$ cat src/rtl/lz77_pkg.sv
// Shared state encoding and width helpers for the LZ77 stream encoder.
package lz77_pkg;

  typedef enum logic [2:0] {
    StFill,
    StMatch,
    StEmit,
    StShift,
    StDone
  } state_e;

  function automatic int unsigned off_w(input int unsigned search_len);
    return (search_len > 1) ? $clog2(search_len) : 1;
  endfunction

  function automatic int unsigned len_w(input int unsigned look_len);
    return (look_len > 1) ? $clog2(look_len) : 1;
  endfunction

endpackage

$ cat src/rtl/lz77_stream_encoder_if.sv
// Char-in / token-out handshake bundle of the LZ77 stream encoder.
interface lz77_stream_encoder_if #(
  parameter int unsigned DATA_W = 8,
  parameter int unsigned OFF_W  = 4,
  parameter int unsigned LEN_W  = 3
);
  logic              in_valid;
  logic              in_ready;
  logic [DATA_W-1:0] in_data;
  logic              in_last;
  logic              out_valid;
  logic              out_ready;
  logic [OFF_W-1:0]  offset;
  logic [LEN_W-1:0]  match_len;
  logic [DATA_W-1:0] char_nxt;
  logic              out_last;
  logic              finish;

  // Char source and token sink side.
  modport master (
    output in_valid, in_data, in_last, out_ready,
    input  in_ready, out_valid, offset, match_len, char_nxt, out_last, finish
  );

  // Encoder side.
  modport slave (
    input  in_valid, in_data, in_last, out_ready,
    output in_ready, out_valid, offset, match_len, char_nxt, out_last, finish
  );
endinterface

$ cat src/rtl/lz77_match_len.sv
// Run length of one search candidate against the look-ahead (leading equal chars).
module lz77_match_len import lz77_pkg::*; #(
  parameter int unsigned DATA_W   = 8,
  parameter int unsigned LOOK_LEN = 8,
  parameter int unsigned LEN_W    = len_w(LOOK_LEN)
) (
  input  logic [LOOK_LEN-2:0][DATA_W-1:0] cand_i,
  input  logic [LOOK_LEN-2:0][DATA_W-1:0] look_i,
  input  logic [LOOK_LEN-2:0]             look_en_i,
  input  logic                            cand_vld_i,
  output logic [LEN_W-1:0]                len_o
);

  logic [LOOK_LEN-2:0] hit;
  logic                run;

  always_comb begin
    for (int j = 0; j < LOOK_LEN - 1; j++) begin
      hit[j] = cand_vld_i && look_en_i[j] && (cand_i[j] == look_i[j]);
    end
  end

  always_comb begin
    run   = 1'b1;
    len_o = '0;
    for (int j = 0; j < LOOK_LEN - 1; j++) begin
      run = run & hit[j];
      if (run) len_o = LEN_W'(j + 1);
    end
  end

endmodule

$ cat src/rtl/lz77_stream_encoder.sv
// Streaming LZ77 encoder: chars in over valid/ready, (offset, match_len, char_nxt) tokens out.
// Define LZ77_NEAREST_MATCH_EN to resolve equal-length matches to the most recent candidate.
module lz77_stream_encoder import lz77_pkg::*; #(
  parameter int unsigned DATA_W     = 8,
  parameter int unsigned SEARCH_LEN = 9,
  parameter int unsigned LOOK_LEN   = 8
) (
  input logic                 clk,
  input logic                 reset,
  lz77_stream_encoder_if.slave bus
);

  localparam int unsigned OFF_W   = off_w(SEARCH_LEN);
  localparam int unsigned LEN_W   = len_w(LOOK_LEN);
  localparam int unsigned CNT_W   = $clog2(LOOK_LEN + 1);
  localparam int unsigned WIN_LEN = SEARCH_LEN + LOOK_LEN - 2;

`ifdef LZ77_NEAREST_MATCH_EN
  localparam bit PreferNearest = 1'b1;
`else
  localparam bit PreferNearest = 1'b0;
`endif

  typedef struct packed {
    logic [OFF_W-1:0]  offset;
    logic [LEN_W-1:0]  match_len;
    logic [DATA_W-1:0] char_nxt;
    logic              last;
  } token_t;

  state_e                           state_q, state_d;
  logic [SEARCH_LEN-1:0][DATA_W-1:0] search_q, search_d;
  logic [SEARCH_LEN-1:0]            search_vld_q, search_vld_d;
  logic [LOOK_LEN-1:0][DATA_W-1:0]  look_q, look_d;
  logic [LOOK_LEN-1:0]              look_vld_q, look_vld_d;
  logic                             last_seen_q, last_seen_d;
  logic [CNT_W-1:0]                 shift_cnt_q, shift_cnt_d;
  token_t                           tok_q, tok_d;

  logic                             in_ready, accept, do_shift, do_clear, last_now;
  logic [CNT_W-1:0]                 look_cnt, look_cnt_nxt, wr_idx;
  logic [WIN_LEN-1:0][DATA_W-1:0]   win;
  logic [SEARCH_LEN-1:0][LEN_W-1:0] cand_len;
  logic [LEN_W-1:0]                 best_len;
  logic [OFF_W-1:0]                 best_off;

  always_comb begin
    look_cnt = '0;
    for (int j = 0; j < LOOK_LEN; j++) look_cnt = look_cnt + CNT_W'(look_vld_q[j]);
  end

  // Oldest search char sits lowest so candidate at offset o reads upward and may run into look.
  always_comb begin
    for (int i = 0; i < SEARCH_LEN; i++) win[SEARCH_LEN-1-i] = search_q[i];
    for (int j = 0; j < LOOK_LEN - 2; j++) win[SEARCH_LEN+j] = look_q[j];
  end

  for (genvar o = 0; o < SEARCH_LEN; o++) begin : g_cand
    lz77_match_len #(
      .DATA_W   (DATA_W),
      .LOOK_LEN (LOOK_LEN)
    ) u_match_len (
      .cand_i     (win[SEARCH_LEN-1-o +: LOOK_LEN-1]),
      .look_i     (look_q[LOOK_LEN-2:0]),
      .look_en_i  (look_vld_q[LOOK_LEN-1:1]),
      .cand_vld_i (search_vld_q[o]),
      .len_o      (cand_len[o])
    );
  end

  always_comb begin
    best_len = '0;
    best_off = '0;
    for (int o = 0; o < SEARCH_LEN; o++) begin
      if ((cand_len[o] > best_len) ||
          (!PreferNearest && (cand_len[o] != '0) && (cand_len[o] == best_len))) begin
        best_len = cand_len[o];
        best_off = OFF_W'(o);
      end
    end
  end

  // Control: handshake, shift sequencing and state transitions.
  always_comb begin
    state_d     = state_q;
    shift_cnt_d = shift_cnt_q;
    do_clear    = 1'b0;
    do_shift    = (state_q == StShift);
    in_ready    = !last_seen_q &&
                  (((state_q == StFill) && (look_cnt != CNT_W'(LOOK_LEN))) || do_shift);
    accept       = bus.in_valid && in_ready;
    look_cnt_nxt = look_cnt - CNT_W'(do_shift) + CNT_W'(accept);
    last_now     = last_seen_q || (accept && bus.in_last);

    unique case (state_q)
      StFill: begin
        if (accept && (bus.in_last || (look_cnt_nxt == CNT_W'(LOOK_LEN)))) state_d = StMatch;
      end
      StMatch: state_d = StEmit;
      StEmit: begin
        if (bus.out_ready) begin
          if (tok_q.last) begin
            state_d = StDone;
          end else begin
            state_d     = StShift;
            shift_cnt_d = CNT_W'(tok_q.match_len) + CNT_W'(1);
          end
        end
      end
      StShift: begin
        shift_cnt_d = shift_cnt_q - CNT_W'(1);
        if (shift_cnt_q == CNT_W'(1)) begin
          if ((look_cnt_nxt == CNT_W'(LOOK_LEN)) || (last_now && (look_cnt_nxt != '0))) begin
            state_d = StMatch;
          end else begin
            state_d = StFill;
          end
        end
      end
      StDone: begin
        if (bus.in_valid) begin
          do_clear = 1'b1;
          state_d  = StFill;
        end
      end
      default: state_d = StFill;
    endcase
  end

  // Window datapath: shift, tail write, and clear on a new stream.
  always_comb begin
    search_d     = search_q;
    search_vld_d = search_vld_q;
    look_d       = look_q;
    look_vld_d   = look_vld_q;
    last_seen_d  = do_clear ? 1'b0 : last_now;
    wr_idx       = do_shift ? (look_cnt - CNT_W'(1)) : look_cnt;

    if (do_clear) begin
      search_d     = '0;
      search_vld_d = '0;
      look_d       = '0;
      look_vld_d   = '0;
    end

    if (do_shift) begin
      search_d[0]     = look_q[0];
      search_vld_d[0] = look_vld_q[0];
      for (int i = 1; i < SEARCH_LEN; i++) begin
        search_d[i]     = search_q[i-1];
        search_vld_d[i] = search_vld_q[i-1];
      end
      for (int j = 0; j < LOOK_LEN - 1; j++) begin
        look_d[j]     = look_q[j+1];
        look_vld_d[j] = look_vld_q[j+1];
      end
      look_d[LOOK_LEN-1]     = '0;
      look_vld_d[LOOK_LEN-1] = 1'b0;
    end

    if (accept) begin
      for (int j = 0; j < LOOK_LEN; j++) begin
        if (CNT_W'(j) == wr_idx) begin
          look_d[j]     = bus.in_data;
          look_vld_d[j] = 1'b1;
        end
      end
    end
  end

  // Token is captured at the end of MATCH; char_nxt is the last char when it closes the stream.
  always_comb begin
    tok_d = tok_q;
    if (state_q == StMatch) begin
      tok_d.offset    = best_off;
      tok_d.match_len = best_len;
      tok_d.char_nxt  = look_q[best_len];
      tok_d.last      = last_seen_q && ((CNT_W'(best_len) + CNT_W'(1)) == look_cnt);
    end
  end

  always_ff @(posedge clk or negedge reset) begin
    if (!reset) begin
      state_q      <= StFill;
      search_q     <= '0;
      search_vld_q <= '0;
      look_q       <= '0;
      look_vld_q   <= '0;
      last_seen_q  <= 1'b0;
      shift_cnt_q  <= '0;
      tok_q        <= '0;
    end else begin
      state_q      <= state_d;
      search_q     <= search_d;
      search_vld_q <= search_vld_d;
      look_q       <= look_d;
      look_vld_q   <= look_vld_d;
      last_seen_q  <= last_seen_d;
      shift_cnt_q  <= shift_cnt_d;
      tok_q        <= tok_d;
    end
  end

  assign bus.in_ready  = in_ready;
  assign bus.out_valid = (state_q == StEmit);
  assign bus.offset    = tok_q.offset;
  assign bus.match_len = tok_q.match_len;
  assign bus.char_nxt  = tok_q.char_nxt;
  assign bus.out_last  = tok_q.last;
  assign bus.finish    = (state_q == StDone);

endmodule

$ cat src/flat_wrapper.sv
// flat-port wrapper written by rule: the top's interface ports become plain ports
module lz77_stream_encoder_flat import lz77_pkg::*;
#(
  parameter int unsigned DATA_W     = 8,
  parameter int unsigned SEARCH_LEN = 9,
  parameter int unsigned LOOK_LEN   = 8
)
  (clk, reset, bus_in_valid, bus_in_data, bus_in_last, bus_out_ready, bus_in_ready, bus_out_valid, bus_offset, bus_match_len, bus_char_nxt, bus_out_last, bus_finish);
  lz77_stream_encoder_if #(.DATA_W(DATA_W), .OFF_W((4)), .LEN_W((3))) bus_i ();
  input logic clk;
  input logic reset;
  input wire logic [$bits(bus_i.in_valid)-1:0] bus_in_valid;
  input wire logic [$bits(bus_i.in_data)-1:0] bus_in_data;
  input wire logic [$bits(bus_i.in_last)-1:0] bus_in_last;
  input wire logic [$bits(bus_i.out_ready)-1:0] bus_out_ready;
  output wire logic [$bits(bus_i.in_ready)-1:0] bus_in_ready;
  output wire logic [$bits(bus_i.out_valid)-1:0] bus_out_valid;
  output wire logic [$bits(bus_i.offset)-1:0] bus_offset;
  output wire logic [$bits(bus_i.match_len)-1:0] bus_match_len;
  output wire logic [$bits(bus_i.char_nxt)-1:0] bus_char_nxt;
  output wire logic [$bits(bus_i.out_last)-1:0] bus_out_last;
  output wire logic [$bits(bus_i.finish)-1:0] bus_finish;
  assign bus_i.in_valid = bus_in_valid;
  assign bus_i.in_data = bus_in_data;
  assign bus_i.in_last = bus_in_last;
  assign bus_i.out_ready = bus_out_ready;
  assign bus_in_ready = bus_i.in_ready;
  assign bus_out_valid = bus_i.out_valid;
  assign bus_offset = bus_i.offset;
  assign bus_match_len = bus_i.match_len;
  assign bus_char_nxt = bus_i.char_nxt;
  assign bus_out_last = bus_i.out_last;
  assign bus_finish = bus_i.finish;
  lz77_stream_encoder #(.DATA_W(DATA_W), .SEARCH_LEN(SEARCH_LEN), .LOOK_LEN(LOOK_LEN)) u_core (.clk(clk), .reset(reset), .bus(bus_i));
endmodule
$ cat config.mk
export PLATFORM = sky130hd
export DESIGN_NAME = lz77_stream_encoder_flat
export DESIGN_NICKNAME = d
export VERILOG_FILES = /design/src/rtl/lz77_pkg.sv /design/src/rtl/lz77_stream_encoder_if.sv /design/src/rtl/lz77_match_len.sv /design/src/rtl/lz77_stream_encoder.sv /design/src/flat_wrapper.sv
export SDC_FILE = /design/constraint.sdc
export NUM_CORES = 1
export LEC_CHECK = 0
export CORE_AREA = 2 2 197 199
export DETAILED_ROUTE_END_ITERATION = 10
export DIE_AREA = 0 0 199 201
export GPL_TIMING_DRIVEN = 0
export PLACE_DENSITY = 0.72
export SETUP_SLACK_MARGIN = 0.02
export SLEW_MARGIN = 5
export SYNTH_ARGS = -nofsm -noshare
export SYNTH_HDL_FRONTEND = slang
export SYNTH_SLANG_ARGS = --single-unit
$ cat constraint.sdc
create_clock -name clk -period 12.55 [get_ports clk]
set_input_delay 1.255 -clock clk [delete_from_list [all_inputs] [get_ports clk]]
set_output_delay 1.255 -clock clk [all_outputs]
set_load 0.01 [all_outputs]
==> flow_summary.json <==
{
  "synth_cells": 1997,
  "gpl.final_weighted_congestion": 1.00,
  "layout.nets": 2216,
  "synth_top_family_by_area": "XOR/XNOR gates",
  "finClkSkew_ps": 16.5,
  "cts_tree": "yes",
  "core-area_sq_um": 38100,
  "cp_max_fo": 9,
  "relSlewSlack": -0.0640,
  "synthDistinctLibCells": 84,
  "worstSkewPairLatency_ps": 480,
  "syn_avg_cell_area_sq_um": 8.47,
  "antenna_found_initial": 4,
  "synth_seq_cells": 177,
  "synth_flop_cell": "dfrtp_1",
  "setup_viol": 9,
  "via_per_inst": 6.52,
  "yosysTopAreaCell": "dfrtp_1",
  "layout_setup_ws_ps": -152,
  "antenna_left": 0,
  "final_hold_viol_count": 0,
  "arrival_ps": 13040,
  "synth_xor_area_frac": 0.265,
  "synth_seq_area_share": 0.262,
  "yosys.area_share.simple": 0.173,
  "synth_edf_count": 0,
  "die_area_sq_um": 40000,
  "holdBufCountCts": 0,
  "violations": "capacitance limit, slew limit, setup timing",
  "h-tree-depth": 4,
  "path_class": "flip-flop to flip-flop",
  "yosys.area_share.adder": 0.0355,
  "synth_compound_area_frac": 0.171,
  "endpoint_kind": "flip-flop",
  "port_buffers": 23,
  "vias": 17500,
  "hp-class": "flip-flop to flip-flop",
  "drive_above_1_share": 0.214,
  "die_h_um": 201,
  "cpMostUsedCell": "ha_4",
  "path_clk_slew_ps": 80,
  "fin_crit_ps": 12700,
  "fmax_ghz": 0.0787,
  "syn_to_final_growth_pct": 22.8,
  "grt.total_usage": 0.379,
  "die_w_um": 199,
  "grt_pass1_wl_mm": 110,
  "dpl.hpwl_mm": 51.0,
  "n_fill_cell": 3341,
  "worst_pin_slew_ps": 1580,
  "synthTopCellsByArea": "dfrtp_1 26%, xnor2_1 15%, xor2_1 12%",
  "status": "finished with violations",
  "postSynth.asyncResetShare": 1.00,
  "io_pins": 32,
  "critPathRequiredTime_ps": 12890,
  "row_count": 72,
  "yosysWarnings": 0,
  "cts_root_buf": "clkbuf_16",
  "first_pass_iters": 9,
  "rsz0062_at_grt": "true",
  "cts_sinks": 177,
  "startpoint_type": "flip-flop",
  "cts_inserted_buffers": 17,
  "period_share": 1.01,
  "clockBufferDepth": 2,
  "finalMaxSlewViolations": 3,
  "synth_mux_area_frac": 0.0149,
  "utilization": 0.545,
  "slowest_stage": "dfrtp_1",
  "yosysTopAreaCellShare": 0.262,
  "grt_max_degree": 101,
  "start_util": 0.444,
  "syn-num-nets": 2055,
  "slowest_delay_ps": 800,
  "drc_errors": 0,
  "netlist_area_sq_um": 16900,
  "maxCapViolations": 1,
  "grt_pass1_vias": 16700,
  "drt_wl_total_mm": 77.3,
  "drt_iter0_drc": 2191,
  "overflow": 0,
  "wire_per_inst_um": 28.7
}
path summary, 6_finish.rpt:
check | to | cells past startpoint | slack (ps) | from
max in group asynchronous | u_core.look_q[47] | 2 | 10880 | reset
max | u_core.bus.char_nxt[1] | 66 | -150 | u_core.search_vld_q[0]
min reg2reg | u_core.bus.offset[3] | 2 | 490 | u_core.bus.offset[3]
min in group asynchronous | u_core.search_q[6] | 1 | 710 | reset
max reg2reg | u_core.bus.char_nxt[1] | 66 | -150 | u_core.search_vld_q[0]
min | u_core.bus.offset[3] | 2 | 490 | u_core.bus.offset[3]
cells by family after synthesis:
logic type / after synthesis
xor gates and xnor gates: 513
muxes: 20
AOI/OAI and AO/OA: 406
and+or+nand+nor: 570
buffers and inverters: 266
adders and majority gates: 45
DFF: 177
registers in the layout, summed over array words and instances (netlist names):
signal / cells
u_core.search_vld_q: 9
u_core.bus.offset: 4
u_core.bus.match_len: 3
u_core.shift_cnt_q: 4
u_core.last_seen_q: 1
u_core.state_q: 3
u_core.look_q: 64
u_core.look_vld_q: 8
u_core.bus.char_nxt: 8
u_core.search_q: 72
u_core.bus.out_last: 1
area by class of cell:
| type | instances | area, sq um | share of cell area |
|---|---|---|---|
| diodes | 1 | 2.50 | 0.000120 |
| plain buffers | 224 | 1660 | 0.0798 |
| clock buffers | 17 | 425 | 0.0205 |
| clock inverters | 15 | 193 | 0.00927 |
| inverters | 29 | 109 | 0.00524 |
| multi-input cells | 1554 | 12000 | 0.578 |
| flip-flops and latches | 177 | 4440 | 0.214 |
| well taps | 518 | 648 | 0.0312 |
| repair buffers | 155 | 1290 | 0.0620 |
per-stage QoR:
stage	std cells	setup TNS, ps	hold WS [ps]	area [sq um]	worst slack [ps]
floorplan	1997	0	485	17000	83.2
global placement	2538	-44680	466	17900	-3210
detailed placement	2539	-49000	478	17900	-3490
CTS	2653	-138	499	20000	-34.9
global route	2689	-5220	519	20800	-584
finish	2690	-1110	491	20800	-152
Yosys cell counts (7+ instances only):
| master | n |
|---|---|
| nor2b_1 | 9 |
| a211oi_1 | 10 |
| ha_1 | 40 |
| nand2_1 | 123 |
| a21o_1 | 9 |
| nand3_1 | 140 |
| a22oi_1 | 56 |
| o21ai_0 | 117 |
| a31oi_1 | 10 |
| clkbuf_2 | 8 |
| buf_4 | 11 |
| dfrtp_1 | 177 |
| mux2_4 | 8 |
| inv_1 | 29 |
| nand2b_1 | 7 |
| buf_6 | 23 |
| mux2_2 | 10 |
| nor2_1 | 59 |
| clkbuf_1 | 96 |
| a21oi_1 | 33 |
| and3_1 | 39 |
| nor3_1 | 70 |
| nand4_1 | 38 |
| and2_1 | 11 |
| o21a_1 | 8 |
| buf_1 | 19 |
| a221o_1 | 9 |
| buf_2 | 80 |
| a22o_1 | 81 |
| nor4_1 | 32 |
| xor2_1 | 227 |
| o211ai_1 | 19 |
| xnor2_1 | 286 |
placed cells by master, fill, tap and decap left out, types with 37 or more instances in the layout:
| master | instances |
|---|---|
| xnor2_1 | 280 |
| xor2_1 | 225 |
| dfrtp_1 | 170 |
| buf_4 | 144 |
| nand3_1 | 132 |
| nand2_1 | 119 |
| o21ai_0 | 104 |
| a22o_1 | 81 |
| clkbuf_1 | 72 |
| nor3_1 | 63 |
| a22oi_1 | 56 |
| nor2_1 | 46 |
| buf_6 | 45 |
| buf_2 | 40 |
| nand4_1 | 38 |
| and3_1 | 37 |
per-layer routing:
metal  part of all wire  global-route usage  vias up
met5            0.00030                   0        -
met4              0.076               0.243        4
met3               0.12               0.114      443
met2               0.42               0.562     1389
met1               0.38               0.479     8417
li1                   -                   -     7273
critical path: cells and delay by family, from the launching register on:
kind | cells | cell delay, ps
adders and majority gates | 8 | 2160
AOI/OAI and AO/OA | 31 | 5130
and+or+nand+nor | 17 | 2890
DFF | 1 | 800
muxes | 2 | 450
buffers and inverters | 8 | 1130
timing repair:
| item | in CTS | in global routing |
|---|---|---|
| pin swaps | 68 | 79 |
| buffers inserted | 92 | 39 |
| gates cloned | 0 | 1 |
| setup endpoints to repair | 16 | 16 |
| gates resized for setup | 228 | 113 |
Power is not shown: default switching activity piles up to over one toggle a cycle in this logic, so the estimate is an artifact.
